**src/rtl/counter_bank.sv**
```systemverilog
// counter_bank: CHANNELS independent WIDTH-bit up/down counters with wrap or saturate,
// terminal-count pulses and sticky overflow flags. Define COUNTER_BANK_CASCADE_EN to chain channels.
module counter_bank #(
    parameter int unsigned WIDTH    = 8,
    parameter int unsigned CHANNELS = 4
) (
    input  logic                      clk,
    input  logic                      rst,
    input  logic [CHANNELS-1:0]       en,
    input  logic [CHANNELS-1:0]       dir,
    input  logic [CHANNELS-1:0]       sat,
    input  logic [CHANNELS-1:0]       load,
    input  logic [CHANNELS*WIDTH-1:0] load_val,
    input  logic [CHANNELS-1:0]       clr_ovf,
    output logic [CHANNELS*WIDTH-1:0] cnt,
    output logic [CHANNELS-1:0]       tc,
    output logic [CHANNELS-1:0]       ovf
);

    localparam logic [WIDTH-1:0] MAXV = '1;
    localparam logic [WIDTH-1:0] ONE  = WIDTH'(1);

    logic [CHANNELS*WIDTH-1:0] r_cnt;
    logic [CHANNELS-1:0]       r_tc;
    logic [CHANNELS-1:0]       r_ovf;

    logic [CHANNELS*WIDTH-1:0] w_cnt_nxt;
    logic [CHANNELS-1:0]       w_bnd;

    always_comb begin
        logic [WIDTH-1:0] cur;
        logic             ev;
        logic             bnd;
`ifdef COUNTER_BANK_CASCADE_EN
        logic             carry;
        carry = 1'b1;
`endif
        cur       = '0;
        ev        = 1'b0;
        bnd       = 1'b0;
        w_cnt_nxt = r_cnt;
        w_bnd     = '0;
        for (int unsigned i = 0; i < CHANNELS; i++) begin
            cur = r_cnt[i*WIDTH +: WIDTH];
`ifdef COUNTER_BANK_CASCADE_EN
            // carry holds the previous channel's same-cycle boundary; channel 0 sees constant 1
            ev    = en[i] & ~load[i] & carry;
`else
            ev    = en[i] & ~load[i];
`endif
            bnd   = ev & (dir[i] ? (cur == MAXV) : (cur == '0));
`ifdef COUNTER_BANK_CASCADE_EN
            carry = bnd;
`endif
            w_bnd[i] = bnd;
            if (load[i]) begin
                w_cnt_nxt[i*WIDTH +: WIDTH] = load_val[i*WIDTH +: WIDTH];
            end else if (ev && !(bnd && sat[i])) begin
                // modulo arithmetic gives the wrap-mode boundary result directly
                w_cnt_nxt[i*WIDTH +: WIDTH] = dir[i] ? (cur + ONE) : (cur - ONE);
            end
        end
    end

    always_ff @(posedge clk) begin
        if (rst) begin
            r_cnt <= '0;
            r_tc  <= '0;
            r_ovf <= '0;
        end else begin
            r_cnt <= w_cnt_nxt;
            r_tc  <= w_bnd;
            // a boundary in the same cycle as clr_ovf keeps the flag set
            r_ovf <= w_bnd | (r_ovf & ~clr_ovf);
        end
    end

    assign cnt = r_cnt;
    assign tc  = r_tc;
    assign ovf = r_ovf;

endmodule

```
**config.mk**
```make
export PLATFORM = sky130hd
export DESIGN_NAME = counter_bank
export DESIGN_NICKNAME = d
export VERILOG_FILES = /design/src/rtl/counter_bank.sv
export SDC_FILE = /design/constraint.sdc
export NUM_CORES = 1
export LEC_CHECK = 0
export CAP_MARGIN = 5
export CORE_MARGIN = 10
export CORE_UTILIZATION = 47
export CTS_CLUSTER_DIAMETER = 50
export DETAILED_ROUTE_END_ITERATION = 16
export PLACE_DENSITY = 0.81
export SLEW_MARGIN = 20
export SYNTH_ARGS = -nofsm -noshare
export SYNTH_HDL_FRONTEND = slang
export SYNTH_SLANG_ARGS = --single-unit
```
**constraint.sdc**
```tcl
create_clock -name clk -period 2.7 [get_ports clk]
set_input_delay 0.405 -clock clk [delete_from_list [all_inputs] [get_ports clk]]
set_output_delay 0.405 -clock clk [all_outputs]
set_load 0.01 [all_outputs]
```
# == Yosys cells after proc, flatten, opt, wreduce, memory -nomap -nowiden ==
# Cells that the tools add are included.
# Widths: inputs -> output; s select.
# totals
out_inout_bits,40
wordCells,69
regBits,40
inputBits,54
# op_classes
n_mux,16
addsub,8
bitwise,15
eq_ne,4
reduce_logical,20
# op_table
op,count
$mux 8,12
$add 8x1->8 const B,4
$eq 8x8->1 const B,4
$logic_not 8->1,4
$sub 8x1->8 const B,4
$and 1x1->1,8
$logic_and 1x1->1,8
$reduce_bool 2->1,4
$and 4x4->4,1
$logic_not 1->1,4
$mux 1,4
$not 1->1,4
$not 4->4,1
$or 4x4->4,1

# == Depth between registers and ports, before layout ==
# Gate-level depths: netlist (run 1).
# logic_depth
ltp_word,8
depth_mapped,8
mapped_depth_nobuf,8

# == Worst setup path before layout (run 1) ==
# Ideal clock, no wire load.
# synth_path
kind,input-to-reg
start,in dir[2]
end,"reg r_cnt[23], in the netlist cnt[23]"
arrival_ns,2.166
slack_ns,0.443
path_stages,8
setup_ns,0.091
path_cell_list,inv_1 ha_1 a21oi_1 o211ai_1 o41ai_1 xnor2_1 or3_2 a311oi_1
# synth_via
elab_chain_cells,6
word_cells_on_any_way,9
classes_between,4 x mux; 1 x bitwise; 4 x reduce/logical
# synth_lines
item,line_no,text
from (decl),10,"input logic [CHANNELS-1:0] dir,"
$mux 1,51,bnd = ev & (dir[i] ? (cur == MAXV) : (cur == '0));
$and 1x1->1,51,
$logic_and 1x1->1,58,end else if (ev && !(bnd && sat[i])) begin
$logic_not 1->1,58,
$logic_and 1x1->1,58,
$reduce_bool 2->1 (no source line),--,
to (signal assigned),71,r_cnt <= w_cnt_nxt;
to (decl),23,logic [CHANNELS*WIDTH-1:0] r_cnt;
# Several ways; a longest one is shown, not always the timed one. The select of a mux whose other input is x is not followed.
# A chain may end at the register's enable or synchronous reset.

# == Worst setup path in the final report (run 1) ==
# layout_path
start,in dir[1]
end,"reg r_cnt[15], in the netlist cnt[15]"
# Same word-level chain as after synthesis.

==> impl_metrics.yaml, run 1 <==
pwr:
  p_int_mw: 1.28
  leakagePower_nw: 1.89
  p_seq_share_pct: 37.2
  p_clk_share_pct: 22.9
  vdd_drop_max_uv: 295
  p_comb_share_pct: 39.9
  switching_power_uw: 633
  power_density_nw_per_um2: 440
  switching_share_pct: 33.1
critical_path:
  critPathKind: "input port to flip-flop"
  critPathMaxStageDelay_ps: 490
  worst_path_max_delay_cell: "clkdlybuf4s50_1"
  crit_required_ps: 2890
  crit_buf_inv: 2
  worstPathArrival_ps: 2750
  crit_chain: "clkdlybuf4s50_1, inv_1, ha_1, a21oi_1, o211ai_1, o41ai_1, xnor2_1, or3_1, a311oi_1"
  critPathMaxFanout: 6
  crit_family: "compound AO/OA/AOI/OAI gates"
  cp-end-kind: "flip-flop"
  critical_path.startpoint_type: "input port"
global_routing:
  overflow: 0
  grt_pass1_vias: 3340
  grt_max_degree: 30
  grt_util_all_layers_pct: 18.9
  antenna_found_initial: 0
  grt_first_pass_wirelength_um: 16100
sta:
  tns_ps: 0
  worst_slack_ps: 148
  timing.fmax_mhz: 392
  hold_viol_final: 0
  timing.slew.headroom_pct: 66.3
  worst_slew_pin_slew_ps: 504
  fin_worst_skew_ps: 6.25
  finalCritPeriodShare_pct: 94.5
  fin_crit_ps: 2550
  whs_ps: 457
  setup_violations: 0
  slew_violations: 0
detailed_routing:
  via_per_inst: 5.70
  drcViolationCount: 0
  drtIter0Drc: 137
  drtPass1Iterations: 4
  routed_wirelength_um: 9350
  wl_per_cell_um: 16.5
  ant_nets: 0
  num_vias: 3225
finish:
  drive_above_1_share_pct: 10.4
  fill_cells: 510
  num_antenna_cells: 0
  final_util_pct: 69.2
  syn2layout_area_growth_pct: 44.8
  nNetsFinal: 571
synth:
  ys.flop_type: "dfxtp_1"
  synth_most_common_cell: "nor2_1"
  yosysSeqAreaShare_pct: 26.7
  synth_cell_types: 42
  yosys_register_bits: 40
  synth_area_leaders: "dfxtp_1, ha_1, mux2i_1, nor2_1, a21oi_1"
  synthTopCellsByCount: "nor2_1, dfxtp_1, a21oi_1, nand2_1, ha_1"
  synth_enable_flop_cells: 0
  async_flop_share_pct: 0
  syn-num-nets: 450
  syn_area_per_cell_um2: 8.16
  ys.warnings.count: 0
  synthCells: 368
  yosysTopAreaCellShare_pct: 26.7
  synth_area_leader_cell: "dfxtp_1"
  syn_area_um2: 3000
cts:
  cts_root_buf: "clkbuf_8"
  cts_buffer_depth: 2
  clkLatencyLatePin_ps: 290
  cts_resized: 0
  cts_max_level: 2
  cts_buffers: 5
  post-cts-setup-buffers: 0
  cts_tree: "done"
  path_clk_slew_ps: 80
  cts_hold_buf: 0
  cts.sinks: 40
place:
  dp_hpwl_um: 7250
  preCtsSetupSlack_ps: -216
  place.gp.congestion: 0.838
  io_buffers: 93
die:
  io_pins: 94
  die_x_um: 99.9
  fp.dieH_um: 99.9
  initial_utilization_pct: 47.8
  coreArea_um2: 6280
  die_area_um2: 9980
  rows: 29
outcome:
  status: "complete, no violations"
min_path:
  hold_path_class: "flip-flop to flip-flop"
flow_run:
  drv_cap: 0
[through the flow]
stage,std cells,instance area [um^2],total power [mW]
after global placement,559,4220,1.45
final,566,4350,1.91
after CTS,566,4320,1.91
after floorplan,368,3000,1.14
after global routing,566,4350,2.03
after detailed placement,559,4220,1.47
[cell type report]
class	instances	area, um^2	area share [%]
timing repair buffer	126	1180	27.1
sequential	40	801	18.4
tap	77	96.3	2.22
multi-input combinational	301	2120	48.7
clock buffer	7	96.3	2.22
inverter	15	56.3	1.30
[cells by family (layout without fill, tap and decap cells)]
logic type	after synthesis	count (layout)	synth area share, %
AND/OR/NAND/NOR	146	146	24.6
AO/OA/AOI/OAI	85	85	19.5
flip-flops	40	40	26.7
adder cells (fa/ha/maj)	28	28	12.7
buffers and inverters	27	148	3.63
XOR/XNOR	25	25	7.29
multiplexers	17	17	5.67
[power by group through the flow]
| stage | Combinational (mW) | Clock, mW | Sequential, mW |
|---|---|---|---|
| 5_1_grt | 0.848 | 0.466 | 0.719 |
| 2_1_floorplan | 0.414 | 0 | 0.723 |
| 3_3_place_gp | 0.726 | 0 | 0.719 |
| 6_report | 0.764 | 0.438 | 0.711 |
| 4_1_cts | 0.758 | 0.445 | 0.709 |
| 3_5_place_dp | 0.750 | 0 | 0.722 |
[metal layers]
| layer | global-route usage [%] | routed length, um | up-vias |
|---|---|---|---|
| met5 | 0 | 0 | - |
| met3 | 6.52 | 731 | 12 |
| met2 | 31.6 | 4470 | 88 |
| met4 | 3.86 | 104 | 0 |
| met1 | 22.8 | 4050 | 1530 |
| li1 | - | - | 1595 |
[path summary, 6_finish.rpt]
| check | from | to | slack (ps) | cells past startpoint |
|---|---|---|---|---|
| worst min register to register | ovf[0] | ovf[0] | 460 | 1 |
| worst max register to register | cnt[19] | cnt[23] | 340 | 6 |
| worst max-delay path | dir[1] | cnt[15] | 150 | 9 |
| worst min-delay path | ovf[0] | ovf[0] | 460 | 1 |
[layout by cell type, fill, tap and decap left out, types with 5 or more instances in the layout]
master           instances
buf_4                   33
a21o_1                   9
inv_1                   15
nand4_1                  8
and3_1                   7
nor3_1                  12
xnor2_1                 14
a211oi_1                17
clkbuf_8                 7
nand2_1                 26
dfxtp_1                 40
nor2b_1                  6
nor2_1                  45
o21ai_0                  6
a21oi_1                 25
o211ai_1                 5
ha_1                    24
xor2_1                  11
clkdlybuf4s50_1         93
nand3_1                 14
mux2i_1                 17
[sequential cells by signal, summed over array words and instances (netlist names)]
signal  cells
cnt        32
ovf         4
tc          4
Note: power is estimated with default switching activity, not from simulation.
==> run 2: changes to the inputs <==
Settings changed: CELL_PAD_IN_SITES_DETAIL_PLACEMENT set to 1, CELL_PAD_IN_SITES_GLOBAL_PLACEMENT set to 1, CORE_UTILIZATION 47 to 34, PLACE_DENSITY 0.81 to unset, PLACE_DENSITY_LB_ADDON set to 0.1.
==> impl_metrics.yaml, run 2 (same netlist as run 1, synthesis figures left out) <==
critical_path:
  crit_buf_inv: 2
  worst_path_max_delay_cell: "clkdlybuf4s50_1"
  critPathMaxFanout: 6
  crit_required_ps: 2900
  worstPathArrival_ps: 2730
  critical_path.startpoint_type: "input port"
  crit_chain: "clkdlybuf4s50_1, inv_1, ha_1, a21oi_1, o211ai_1, o41ai_2, xnor2_1, or3_2, a311oi_1"
  cp-end-kind: "flip-flop"
  critPathMaxStageDelay_ps: 470
  critPathKind: "input port to flip-flop"
  crit_family: "compound AO/OA/AOI/OAI gates"
place:
  preCtsSetupSlack_ps: -203
  io_buffers: 93
  place_area_um2: 4300
  place.gp.congestion: 0.886
  dp_hpwl_um: 8190
finish:
  final_cell_mix: "clkdlybuf4s50_1, nor2_1, dfxtp_1"
  final_util_pct: 50.7
  drive_above_1_share_pct: 10.5
  nNetsFinal: 576
  final_common_cell: "clkdlybuf4s50_1"
  final_area_um2: 4400
  num_antenna_cells: 0
  fill_cells: 1075
  syn2layout_area_growth_pct: 46.5
  largest_reg_flops: 32
die:
  die_x_um: 114
  fp.dieH_um: 114
  coreArea_um2: 8680
  die_area_um2: 13000
  rows: 34
  initial_utilization_pct: 34.6
  io_pins: 94
cts:
  cts_max_level: 2
  cts.sinks: 40
  post-cts-setup-buffers: 0
  path_clk_slew_ps: 80
  clkLatencyLatePin_ps: 290
  cts_root_buf: "clkbuf_8"
  cts_tree: "done"
  cts_buffers: 5
  cts_buffer_depth: 2
  cts_hold_buf: 0
  cts_resized: 0
pwr:
  power_density_nw_per_um2: 436
  vdd_drop_max_uv: 179
  total_power_mw: 1.92
  leakagePower_nw: 1.90
sta:
  setup_violations: 0
  worst_slew_pin_slew_ps: 544
  slew_violations: 0
  hold_viol_final: 0
  timing.fmax_mhz: 395
  rsz0062_at_grt: "false"
  fin_worst_skew_ps: 8.62
  finalCritPeriodShare_pct: 93.8
  timing.slew.headroom_pct: 63.7
  worst_slack_ps: 167
  fin_crit_ps: 2530
detailed_routing:
  drtPass1Iterations: 4
  via_per_inst: 5.28
  drcViolationCount: 0
  drtIter0Drc: 73
  routed_wirelength_um: 10300
  wl_per_cell_um: 17.0
  num_vias: 3184
  ant_nets: 0
global_routing:
  overflow: 0
  grt_first_pass_wirelength_um: 17200
  grt_max_degree: 30
  grt_util_all_layers_pct: 15.6
  antenna_found_initial: 0
  grt_pass1_vias: 3496
flow_run:
  drv_cap: 0
min_path:
  hold_path_class: "flip-flop to flip-flop"
outcome:
  status: "complete, no violations"
[run 2: through the flow]
step | hold WS, ps | TNS (ps) | cells
after floorplan | 493 | 0 | 368
after global routing | 494 | 0 | 603
after detailed placement | 443 | -765 | 595
final | 464 | 0 | 603
after CTS | 461 | 0 | 603
after global placement | 437 | -180 | 595
[run 2: where the power goes]
group,internal (mW),switching (mW)
Clock,0.209,0.221
Sequential,0.636,0.0742
Combinational,0.427,0.350
[run 2: final timing paths]
path / from / endpoint / slack (ps) / depth (start not counted)
max: dir[2] / cnt[23] / 170 / 9
min: ovf[0] / ovf[0] / 460 / 1
max reg2reg: cnt[20] / cnt[23] / 380 / 6
min reg2reg: ovf[0] / ovf[0] / 460 / 1
[run 2: area by class of cell]
type                    instances  area (um^2)  share of cell area, %
well taps                     108          135                   3.07
multi-input cells             301         2100                   47.7
inverters                      15         56.3                   1.28
clock buffers                   8         90.1                   2.05
flip-flops and latches         40          801                   18.2
repair buffers                131         1220                   27.7
[run 2: layer usage]
layer	global-route usage (%)	routed length [um]	vias to the layer above
met5	0	0	-
met4	3.09	54	0
met3	2.47	354	2
met2	28.2	5230	47
met1	18.9	4610	1527
li1	-	-	1608
